==> config.mk <==
export PLATFORM = sky130hd
export DESIGN_NAME = uart_tx_frame
export DESIGN_NICKNAME = d
export VERILOG_FILES = /design/src/rtl/uart_tx_frame.sv
export SDC_FILE = /design/constraint.sdc
export NUM_CORES = 1
export LEC_CHECK = 0
export ABC_AREA = 1
export CELL_PAD_IN_SITES_DETAIL_PLACEMENT = 0
export CELL_PAD_IN_SITES_GLOBAL_PLACEMENT = 1
export CORE_MARGIN = 5
export CORE_UTILIZATION = 25
export CTS_BUF_LIST = sky130_fd_sc_hd__clkbuf_8
export DETAILED_ROUTE_END_ITERATION = 10
export HOLD_SLACK_MARGIN = 0.1
export PLACE_DENSITY_LB_ADDON = 0.1
export SETUP_SLACK_MARGIN = 0.15
export SLEW_MARGIN = 10
export SYNTH_ARGS = -nofsm -noshare
export SYNTH_HDL_FRONTEND = slang
export SYNTH_SLANG_ARGS = --single-unit
==> constraint.sdc <==
create_clock -name clk -period 1.43 [get_ports clk]
set_input_delay 0.286 -clock clk [delete_from_list [all_inputs] [get_ports clk]]
set_output_delay 0.286 -clock clk [all_outputs]
set_load 0.05 [all_outputs]
==> src/rtl/uart_tx_frame.sv <==
// ----------------------------------------------------------------------------
// uart_tx_frame : serialises one word per frame, paced by an external bit timer
// Revision 1.0
// ----------------------------------------------------------------------------
`default_nettype none

module uart_tx_frame #(
  parameter int DATA_BITS  = 8,
  parameter int PARITY_EN  = 0,
  parameter int PARITY_ODD = 0,
  parameter int STOP_BITS  = 1
) (
  input  logic                 clk,
  input  logic                 rst_n,
  input  logic                 tx_start,
  input  logic [DATA_BITS-1:0] tx_data,
  input  logic                 baud_tick,
  output logic                 timer_act,
  output logic                 tx,
  output logic                 busy,
  output logic                 tx_done
);

  localparam int               CNT_W     = $clog2(DATA_BITS + 1);
  localparam logic [CNT_W-1:0] LAST_DATA = CNT_W'(DATA_BITS);
  localparam logic             LAST_STOP = (STOP_BITS == 2);

  typedef enum logic [2:0] {
    S_FLUSH,
    S_IDLE,
    S_START,
    S_DATA,
    S_PARITY,
    S_STOP
  } state_e;

  state_e               state_q;
  logic [DATA_BITS-1:0] shift_q;
  logic [CNT_W-1:0]     cnt_q;
  logic [CNT_W-1:0]     cnt_d;
  logic                 parity_q;
  logic                 parity_d;
  logic                 stop_q;
  logic                 flush_pend_q;
  logic                 timer_act_q;
  logic                 tx_q;
  logic                 busy_q;
  logic                 tx_done_q;
  logic                 bit_tick;

  assign cnt_d    = cnt_q + 1'b1;
  assign parity_d = (^tx_data) ^ (PARITY_ODD != 0);
  // A tick landing in the request cycle belongs to the previous timer run.
  assign bit_tick = baud_tick && !timer_act_q;

  always_ff @(posedge clk or negedge rst_n) begin
    if (!rst_n) begin
      state_q      <= S_FLUSH;
      shift_q      <= '0;
      cnt_q        <= '0;
      parity_q     <= 1'b0;
      stop_q       <= 1'b0;
      flush_pend_q <= 1'b1;
      timer_act_q  <= 1'b0;
      tx_q         <= 1'b1;
      busy_q       <= 1'b1;
      tx_done_q    <= 1'b0;
    end else begin
      timer_act_q <= 1'b0;
      tx_done_q   <= 1'b0;
      case (state_q)
        S_FLUSH: begin
          if (flush_pend_q) begin
            flush_pend_q <= 1'b0;
            timer_act_q  <= 1'b1;
          end else if (bit_tick) begin
            state_q <= S_IDLE;
            busy_q  <= 1'b0;
          end
        end
        S_IDLE: begin
          if (tx_start) begin
            shift_q     <= tx_data;
            parity_q    <= parity_d;
            cnt_q       <= '0;
            stop_q      <= 1'b0;
            state_q     <= S_START;
            tx_q        <= 1'b0;
            timer_act_q <= 1'b1;
            busy_q      <= 1'b1;
          end
        end
        default: begin
          if (bit_tick) begin
            timer_act_q <= 1'b1;
            case (state_q)
              S_START: begin
                state_q <= S_DATA;
                tx_q    <= shift_q[0];
              end
              S_DATA: begin
                shift_q <= shift_q >> 1;
                cnt_q   <= cnt_d;
                if (cnt_d == LAST_DATA) begin
                  if (PARITY_EN != 0) begin
                    state_q <= S_PARITY;
                    tx_q    <= parity_q;
                  end else begin
                    state_q <= S_STOP;
                    tx_q    <= 1'b1;
                  end
                end else begin
                  tx_q <= shift_q[1];
                end
              end
              S_PARITY: begin
                state_q <= S_STOP;
                tx_q    <= 1'b1;
              end
              S_STOP: begin
                if (stop_q == LAST_STOP) begin
                  state_q     <= S_IDLE;
                  timer_act_q <= 1'b0;
                  tx_done_q   <= 1'b1;
                  busy_q      <= 1'b0;
                end else begin
                  stop_q <= 1'b1;
                end
              end
              default: state_q <= S_FLUSH;
            endcase
          end
        end
      endcase
    end
  end

  assign timer_act = timer_act_q;
  assign tx        = tx_q;
  assign busy      = busy_q;
  assign tx_done   = tx_done_q;

endmodule

`default_nettype wire

==> metrics, run 1 <==
routability cong.=0.752; # clock sinks=20; vias in the first global route=1113; total congestion overflow=0; crit-path max FO=5; #FFs+latches synth=20; Post-Synthesis Cells=~150; Cell Chain, Critical Path=inv_2 > nor2_4 > nand3_4 > nand2_4 > nor2_4 > buf_4 > nand3_1 > nand2_1; Fmax=0.751 GHz; Psw=1.42 mW; die height=77.3 µm; worst endpoint required time=1.59 ns; final setup violation count=0; synthesis-to-layout area growth=52.0%; Vias/cell=4.42; Slew HR=0.813; Power per Cell Area=1920 nW/µm²; largest net degree at the start of global routing=21; starting density of the core=0.258; actual slew at the worst max-slew pin=0.281 ns; delay-heaviest family, CP=simple AND/OR/NAND/NOR gates; total power=about 3.3 mW; share of cells above drive strength 1=0.374; site row count=24; setup ws final=0.0982 ns; Tmin final=1.33 ns; Routed WL=3040 µm; CTS clock-pin slew for the worst setup and hold paths=0.08 ns; placed cell areas=1440 µm²; buffer and inverter count on the worst path=2; final-report hold violation count=0; synth unique cells=21; maxcap violations=0; port bufs=15; DR pass1 iterations=4; dpl ws=-0.173 ns; Num CTS Buffers=3; CTS root buffer=clkbuf_8; io pins=16; Die W=77.3 µm; clk_skew=about 0.0073 ns; CP dominant cell by count=nor2_4; DRC errors left=0; CP Class=register to register; Sum Neg Setup Slack=0 ns; Worst Path Arrival=1.49 ns; clock buffer depth=2; Clk network pwr share=0.133; worst hold path class=primary input to async pin; CP max-delay cell=dfrtp_2; mean post-synth cell area=7.50 µm²; DR iter-0 viols=between 40 and 50; finished layout cell area=1720 µm²; antenna violation net count after detailed routing=0; YS warnings=0; first-pass GRT wire length=5000 µm; GR Util All Layers=0.102; R2R setup slack=0.1 ns; final design utilization=0.393; Slew Viols, Final=0; CTS tree=done; Vias=roughly 1100; H-tree depth=1; Worst setup EP type=register; # nets final=205; crit path launch type=register; Comb pwr share=0.588; internal power=1.89 mW; VDD IR max=0.000668 V; clk_lat worst skew=approximately 0.26 ns; crit share post-route=0.931; CP max stage delay=0.47 ns; sw frac=0.428; initial antenna violation count=0; placed wire-length estimate=2050 µm; # diodes=0; Syn Nets=165; sequential fraction of the synthesis area=0.445; per-cell routed wire length=12.6 µm; unrepaired setup endpoints after global routing=true; core area=4380 µm²; leakage power=0.835 nW; status=finished, final reports clean; Die ar.=around 6000 µm²; Cell Area, Synth=1130 µm²; sequential share of power=0.279
## state kept, by name, indices dropped and copies added (netlist names)
name and cells:
timer_act 1, state_q 3, busy 1, tx 1, shift_q 8, flush_pend_q 1
cnt_q 4, tx_done 1
## final cells by class
type	instances	area, µm²
repair buffers	39	393
well taps	52	65.1
clock buffers	4	55.1
multi-input cells	111	632
fillers	464	2660
flip-flops and latches	20	507
inverters	16	70.1
## layer usage
metal  global-route usage  share of wire  wire, µm  vias up
li1                     -              -         -      560
met1                0.135           0.47      1420      487
met2                0.173           0.50      1520       20
met3               0.0187          0.028        86        2
met4               0.0241         0.0046        14        0
met5                    0              0         0        -
## cells in the final DEF, fill, tap and decap left out
cell and n:
clkbuf_8 4, clkdlybuf4s50_1 11, nor2_2 2, ha_1 1, nand3_2 3, nand3_1 11, o21ai_1 4, dfrtp_2 2
dfrtp_1 15, inv_4 1, nand3_4 3, a21oi_2 2, o21ai_0 1, nand4_1 2, xor2_1 1, nand2_1 59
nand2_4 3, nor3_1 1, nor2_1 1, nor2_4 3, inv_1 9, buf_6 6, ha_2 1, buf_12 4
inv_8 1, inv_2 5, buf_4 18, dfstp_2 3, o21ai_2 6, a21oi_1 3, nand2_2 4
## final timing paths
kind / start / endpoint / cells past startpoint
setup reg to reg: state_q[0] / state_q[1] / 8
hold reg to reg: busy / busy / 2
min in group clk: busy / busy / 2
hold / removal: rst_n / state_q[1] / 2
max in group asynchronous: rst_n / tx / 2
setup / recovery: state_q[0] / state_q[1] / 8
## Yosys cell counts (all sizes together)
library cell  number  area, µm²
a21oi              5       28.8
buf                4       41.3
dfrtp             17        425
dfstp              3       78.8
ha                 2       25.0
inv               16       60.1
nand2             66        250
nand3             17       95.1
nand4              2       12.5
nor2               6       27.5
nor3               1       5.00
o21ai             11       73.8
xor2               1       8.76
## cell families (layout without fill, tap and decap cells)
family,after synthesis,in the layout,synth area share
and+or+nand+nor,92,92,0.345
DFF,20,20,0.445
buffers and inverters,20,59,0.0895
AOI/OAI and AO/OA,16,16,0.0906
adders and majority gates,2,2,0.0221
xor gates and xnor gates,1,1,0.00774
## power groups by stage
stage                     logic [mW]  clock network [mW]  registers [mW]
after floorplan                0.886                   0            1.01
after global placement          1.47                   0           0.924
after detailed placement        1.48                   0           0.926
after CTS                       1.71               0.460           0.917
after global routing            2.15               0.477           0.945
final                           1.95               0.441           0.926
## metrics by stage
| stage | std cells | hold slack [ns] |
|---|---|---|
| 5_1_grt | 242 | 0.416 |
| 2_1_floorplan | 151 | -0.00959 |
| 4_1_cts | 238 | 0.388 |
| 3_3_place_gp | 226 | 0.464 |
| 3_5_place_dp | 226 | 0.470 |
| 6_report | 242 | 0.377 |
## repair_timing
item                                    CTS  global route
gates cloned                              0             1
buffers inserted                          8             3
hold buffers                              0             0
hold endpoints to repair                  0             0
pin swaps                                 4             9
gates resized for setup                  17            25
endpoints found under the setup margin   17            18
Note: power is estimated with default switching activity, not from simulation.
==> inputs of run 2 (changes only) <==
- CORE_ASPECT_RATIO: unset -> 2
==> metrics, run 2 (synthesis gave the netlist of run 1 again) <==
clk_skew=0.00156 ns (-0.00575 ns); Sum Neg Setup Slack=0 ns (unchanged); routability cong.=0.758 (+0.68%); Vias/cell=4.56 (+3.3%); Num CTS Buffers=3 (unchanged); share of cells above drive strength 1=0.418 (+0.0447); CP Class=register to register; # diodes=0 (unchanged); initial antenna violation count=0 (unchanged); port bufs=15 (unchanged); CTS clock-pin slew for the worst setup and hold paths=0.08 ns (about the same); leakage power=0.860 nW (+3.0%); CTS tree=done; DRC errors left=0 (unchanged); crit share post-route=0.922 (-0.00918); CP max-delay cell=dfrtp_2; CTS root buffer=clkbuf_8; Worst Path Arrival=1.47 ns (-0.02 ns); GR Util All Layers=0.123 (+0.0209); fin cells=250 (+3.3%); Largest Register=shift_q; final setup violation count=0 (unchanged); final design utilization=0.407 (+0.0142); Clk network pwr share=0.134 (about the same); starting density of the core=0.258 (about the same); clk_lat worst skew=0.26 ns (about the same); worst endpoint required time=1.58 ns (about the same); H-tree depth=1 (unchanged); Cell Chain, Critical Path=buf_6 > nor2_4 > nand3_4 > nand2_2 > nor2_4 > buf_6 > nand3_2 > nand2_1; Reg2Reg Depth=8 (unchanged); total congestion overflow=0 (unchanged); DR iter-0 viols=18 (-58%); placed wire-length estimate=2430 µm (+19%); Slew HR=0.807 (-0.00617); actual slew at the worst max-slew pin=0.290 ns (+0.00926 ns); unrepaired setup endpoints after global routing=true; CP max stage delay=0.46 ns (about the same); first-pass GRT wire length=5780 µm (+16%); final-report hold violation count=0 (unchanged); placed cells=231 (+2.2%); largest net degree at the start of global routing=21 (unchanged); Routed WL=3420 µm (+12%); maxcap violations=0 (unchanged); Worst setup EP type=register; core area=4380 µm² (about the same); # nets final=211 (+2.9%); crit-path max FO=5 (unchanged); max reg flops=8 (unchanged); Comb pwr share=0.594 (+0.006); synthesis-to-layout area growth=57.5%; worst hold path class=primary input to async pin; per-cell routed wire length=13.7 µm (+8.8%); crit path launch type=register; DR pass1 iterations=4 (unchanged); clock buffer depth=2 (unchanged); die height=105 µm (+36%); commonest cells after routing, fill and taps aside=nand2_1 (60), buf_4 (25), dfrtp_1 (13); site row count=34 (+42%); placed cell areas=1460 µm² (+1.7%); Reg-to-Reg Start=state_q[2]; sw frac=0.436 (+0.00793); internal power=1.93 mW (+1.6%); # clock sinks=20 (unchanged); crit path from=state_q[2]; VDD IR max=0.000925 V (+38%); biggest regs=shift_q: 8 flops, cnt_q: 4 flops, state_q: 3 flops; sequential share of power=0.272 (-0.007); Power per Cell Area=1920 nW/µm² (-0.47%); Die ar.=6060 µm² (+1.4%); antenna violation net count after detailed routing=0 (unchanged); status=finished, final reports clean; commonest non-fill, non-tap cell in the layout=nand2_1; vias in the first global route=1231 (+11%); Fmax=0.758 GHz (+1.0%); finished layout cell area=1780 µm² (+3.6%); Die W=57.6 µm (-25%); io pins=16 (unchanged); Tmin final=1.32 ns (-0.0131 ns); Vias=1141 (+6.7%); R2R setup slack=0.11 ns (about the same); Slew Viols, Final=0 (unchanged); hold_buf cts=0 (unchanged); Psw=1.49 mW (+5.0%)
[run 2: changes by cell type in the layout (fill, tap and decap cells not counted), moves of 2 or more]
cell,before,now
buf_4,18,25
nand3_2,3,6
nand3_1,11,8
dfrtp_2,2,4
inv_2,5,3
dfrtp_1,15,13
inv_4,1,4
nand2_4,3,1
nor2_4,3,5
[run 2: final cells by class]
cell class	instances	area, µm²
multi-input combinational	111	647
tap	54	67.6
timing repair buffer	45	434
fill	444	2600
sequential	20	509
inverter	16	70.1
clock buffer	4	55.1
[run 2: worst max-delay path: cells and delay by family (launching register included)]
family / cells / cell delay [ns]
flops: 1 / 0.46
simple gates: 6 / 0.49
buf+inv: 2 / 0.26
[run 2: final timing paths]
check,endpoint
worst max-delay path,state_q[1]
worst min-delay path,tx_done
worst max register to register,state_q[1]
worst min register to register,busy
max in group asynchronous,flush_pend_q
min in group clk,busy
[run 2: layer usage]
metal / GRT usage / up-vias / wire length, µm
li1: - / 565 / -
met1: 0.116 / 549 / 1150
met2: 0.240 / 18 / 2050
met3: 0.0185 / 9 / 83
met4: 0.0614 / 0 / 134
met5: 0 / - / 0
[run 2: metrics by stage]
stage	hold slack [ns]	total power, mW	worst slack, ns
6_report	0.368	3.42	0.111
5_1_grt	0.411	3.68	0.0513
4_1_cts	0.381	3.26	0.142
3_5_place_dp	0.466	2.45	-0.148
3_3_place_gp	0.461	2.44	-0.154
2_1_floorplan	-0.00959	1.90	0.163
[run 2: power by group through the flow]
stage               sequential, mW  combinational [mW]  clock (mW)
finish                       0.929                2.03       0.457
global route                 0.958                2.23       0.490
CTS                          0.926                1.87       0.465
detailed placement           0.931                1.52           0
global placement             0.925                1.52           0
floorplan                     1.01               0.886           0
[run 2: timing repair]
action	in CTS	in global routing
endpoints found under the setup margin	18	19
gates cloned	0	1
pin swaps	11	9
setup buffers	9	5
resized for setup	30	15
==> patch: new RTL, config.mk and constraints of run 2 <==
`PARITY_EN`: 0 -> 1.
--- a/src/rtl/uart_tx_frame.sv
+++ b/src/rtl/uart_tx_frame.sv
@@ -6,7 +6,7 @@
 
 module uart_tx_frame #(
   parameter int DATA_BITS  = 8,
-  parameter int PARITY_EN  = 0,
+  parameter int PARITY_EN  = 1,
   parameter int PARITY_ODD = 0,
   parameter int STOP_BITS  = 1
 ) (
Check against the original RTL: no difference found for any inputs over 10 cycles, from zero or initial values and one cycle with rst_n low; that may be too few to reach the edited logic, so the function may still have changed.
==> patch against run 2 <==
- design area is 5.8% higher
- combinational power is 22% higher
- area after synthesis is 15% higher
- largest power group unchanged
- sequential power is 19% higher
- worst setup slack worse by 19 ps
- power is 16% higher
- sequential cell count is 1 higher
- routed wire length is 10% higher
==> patch: results <==
[routing]
highest_layer = met4
met2_length_um = 2330
drt-pass1-iter-count = 4
postRouteWirelength_um = 3767
met1Wirelength_um = 1285
drc = 0
avgViaCountPerCell = 4.604
wl_met3_um = 104
drt_iter0_markers = 10

[synthesis]
synth-edff-count = 0
synth_top_cells_by_count = nand2_1 (74), dfrtp_1 (18), nand3_1 (12), o21ai_0 (12), inv_1 (11)
synth_cells = 173
synth_nets = 186
synth.distinct_cells = 26
ys_seq_area_share_pct = 40.56
synth_area_leaders = dfrtp_1 (35%), nand2_1 (21%), dfstp_2 (6.0%)

[layout]
reg.largest.list = shift_q (8), cnt_q (4), state_q (3)
drive_gt1_share_pct = 32.26
final_cells = 275
fin_nets = 231

[global_routing]
grt_pass1_vias = 1380
grt_max_degree = 22
grt.total_usage_pct = 12.42
antenna_found_initial = 0
grt_pass1_wl_um = 6375

[worst_setup_path]
critPathMaxStageDelay_ps = 450
crit_fanout = 6
arrival_ps = 1490
cp_slowest_cell = dfrtp_2

[placement]
dp.final_hpwl_um = 2970
place_area_um2 = 1699
gp_congestion = 0.8191
placed_cells = 262

[cts]
cts_root_buffer = clkbuf_8

[pwr]
ir_drop_mv = 0.8339
leakagePower_nw = 0.9505

[run_status]
status = finished, final reports clean

[timing]
maxSlewHeadroom_pct = 80.36
finalClockSkew_ps = 5.334
patch: report_power, final:
part           total (mW)  leakage (nW)  internal (mW)  switching (mW)
combinational        2.48         0.667           1.08            1.40
sequential           1.11         0.256          0.862           0.244
clock               0.392        0.0269          0.191           0.200
total                3.98         0.950           2.14            1.84
patch: cell type report:
type,count,area [um^2]
well taps,58,72.57
inverters,13,48.80
flip-flops and latches,21,533.0
multi-input cells,138,784.5
clock buffers,3,41.29
repair buffers,41,402.9
clock inverters,1,3.754
fillers,568,3206
patch: metal layers:
| metal | GRT usage, % | vias up |
|---|---|---|
| met1 | 12.00 | 601 |
| met4 | 4.486 | 0 |
| met2 | 24.05 | 17 |
| met3 | 2.186 | 4 |
| met5 | 0 | - |
| li1 | - | 644 |
patch: worst paths after layout:
kind                       startpoint           end  slack (ps)  depth (start not counted)
setup / recovery           state_q[0]    state_q[0]          90                          9
hold / removal                  rst_n       tx_done         370                          2
setup reg to reg           state_q[0]    state_q[0]          90                          9
hold reg to reg            shift_q[3]    shift_q[3]         490                          2
max in group asynchronous       rst_n  flush_pend_q         780                          2
min in group clk           tx_data[4]    shift_q[4]         430                          5
patch: cells by family after synthesis:
kind of cell	after synthesis	share of synthesized area [%]
compound gates	21	9.397
xor+xnor	9	6.040
fa+ha+maj	1	0.9586
buf+inv	15	5.273
flops	21	40.56
simple gates	106	37.78
patch: what timing repair did:
action	CTS	global route
resized for setup	17	17
gates cloned	1	0
buffers inserted	8	0
setup endpoints to repair	18	19
pin swaps	13	9
patch: metrics by stage:
stage	setup slack (ps)	setup TNS, ps	utilization [%]	total power, mW	hold WS, ps
6_report	92.74	0	37.05	3.978	371.0
5_1_grt	16.13	0	37.05	4.318	401.0
4_1_cts	60.40	0	36.34	3.951	375.5
3_5_place_dp	-275.6	-3720	33.37	3.202	484.4
3_3_place_gp	-226.4	-3224	33.37	3.175	475.6
2_1_floorplan	-6.835	-41.01	-	2.397	-9.591
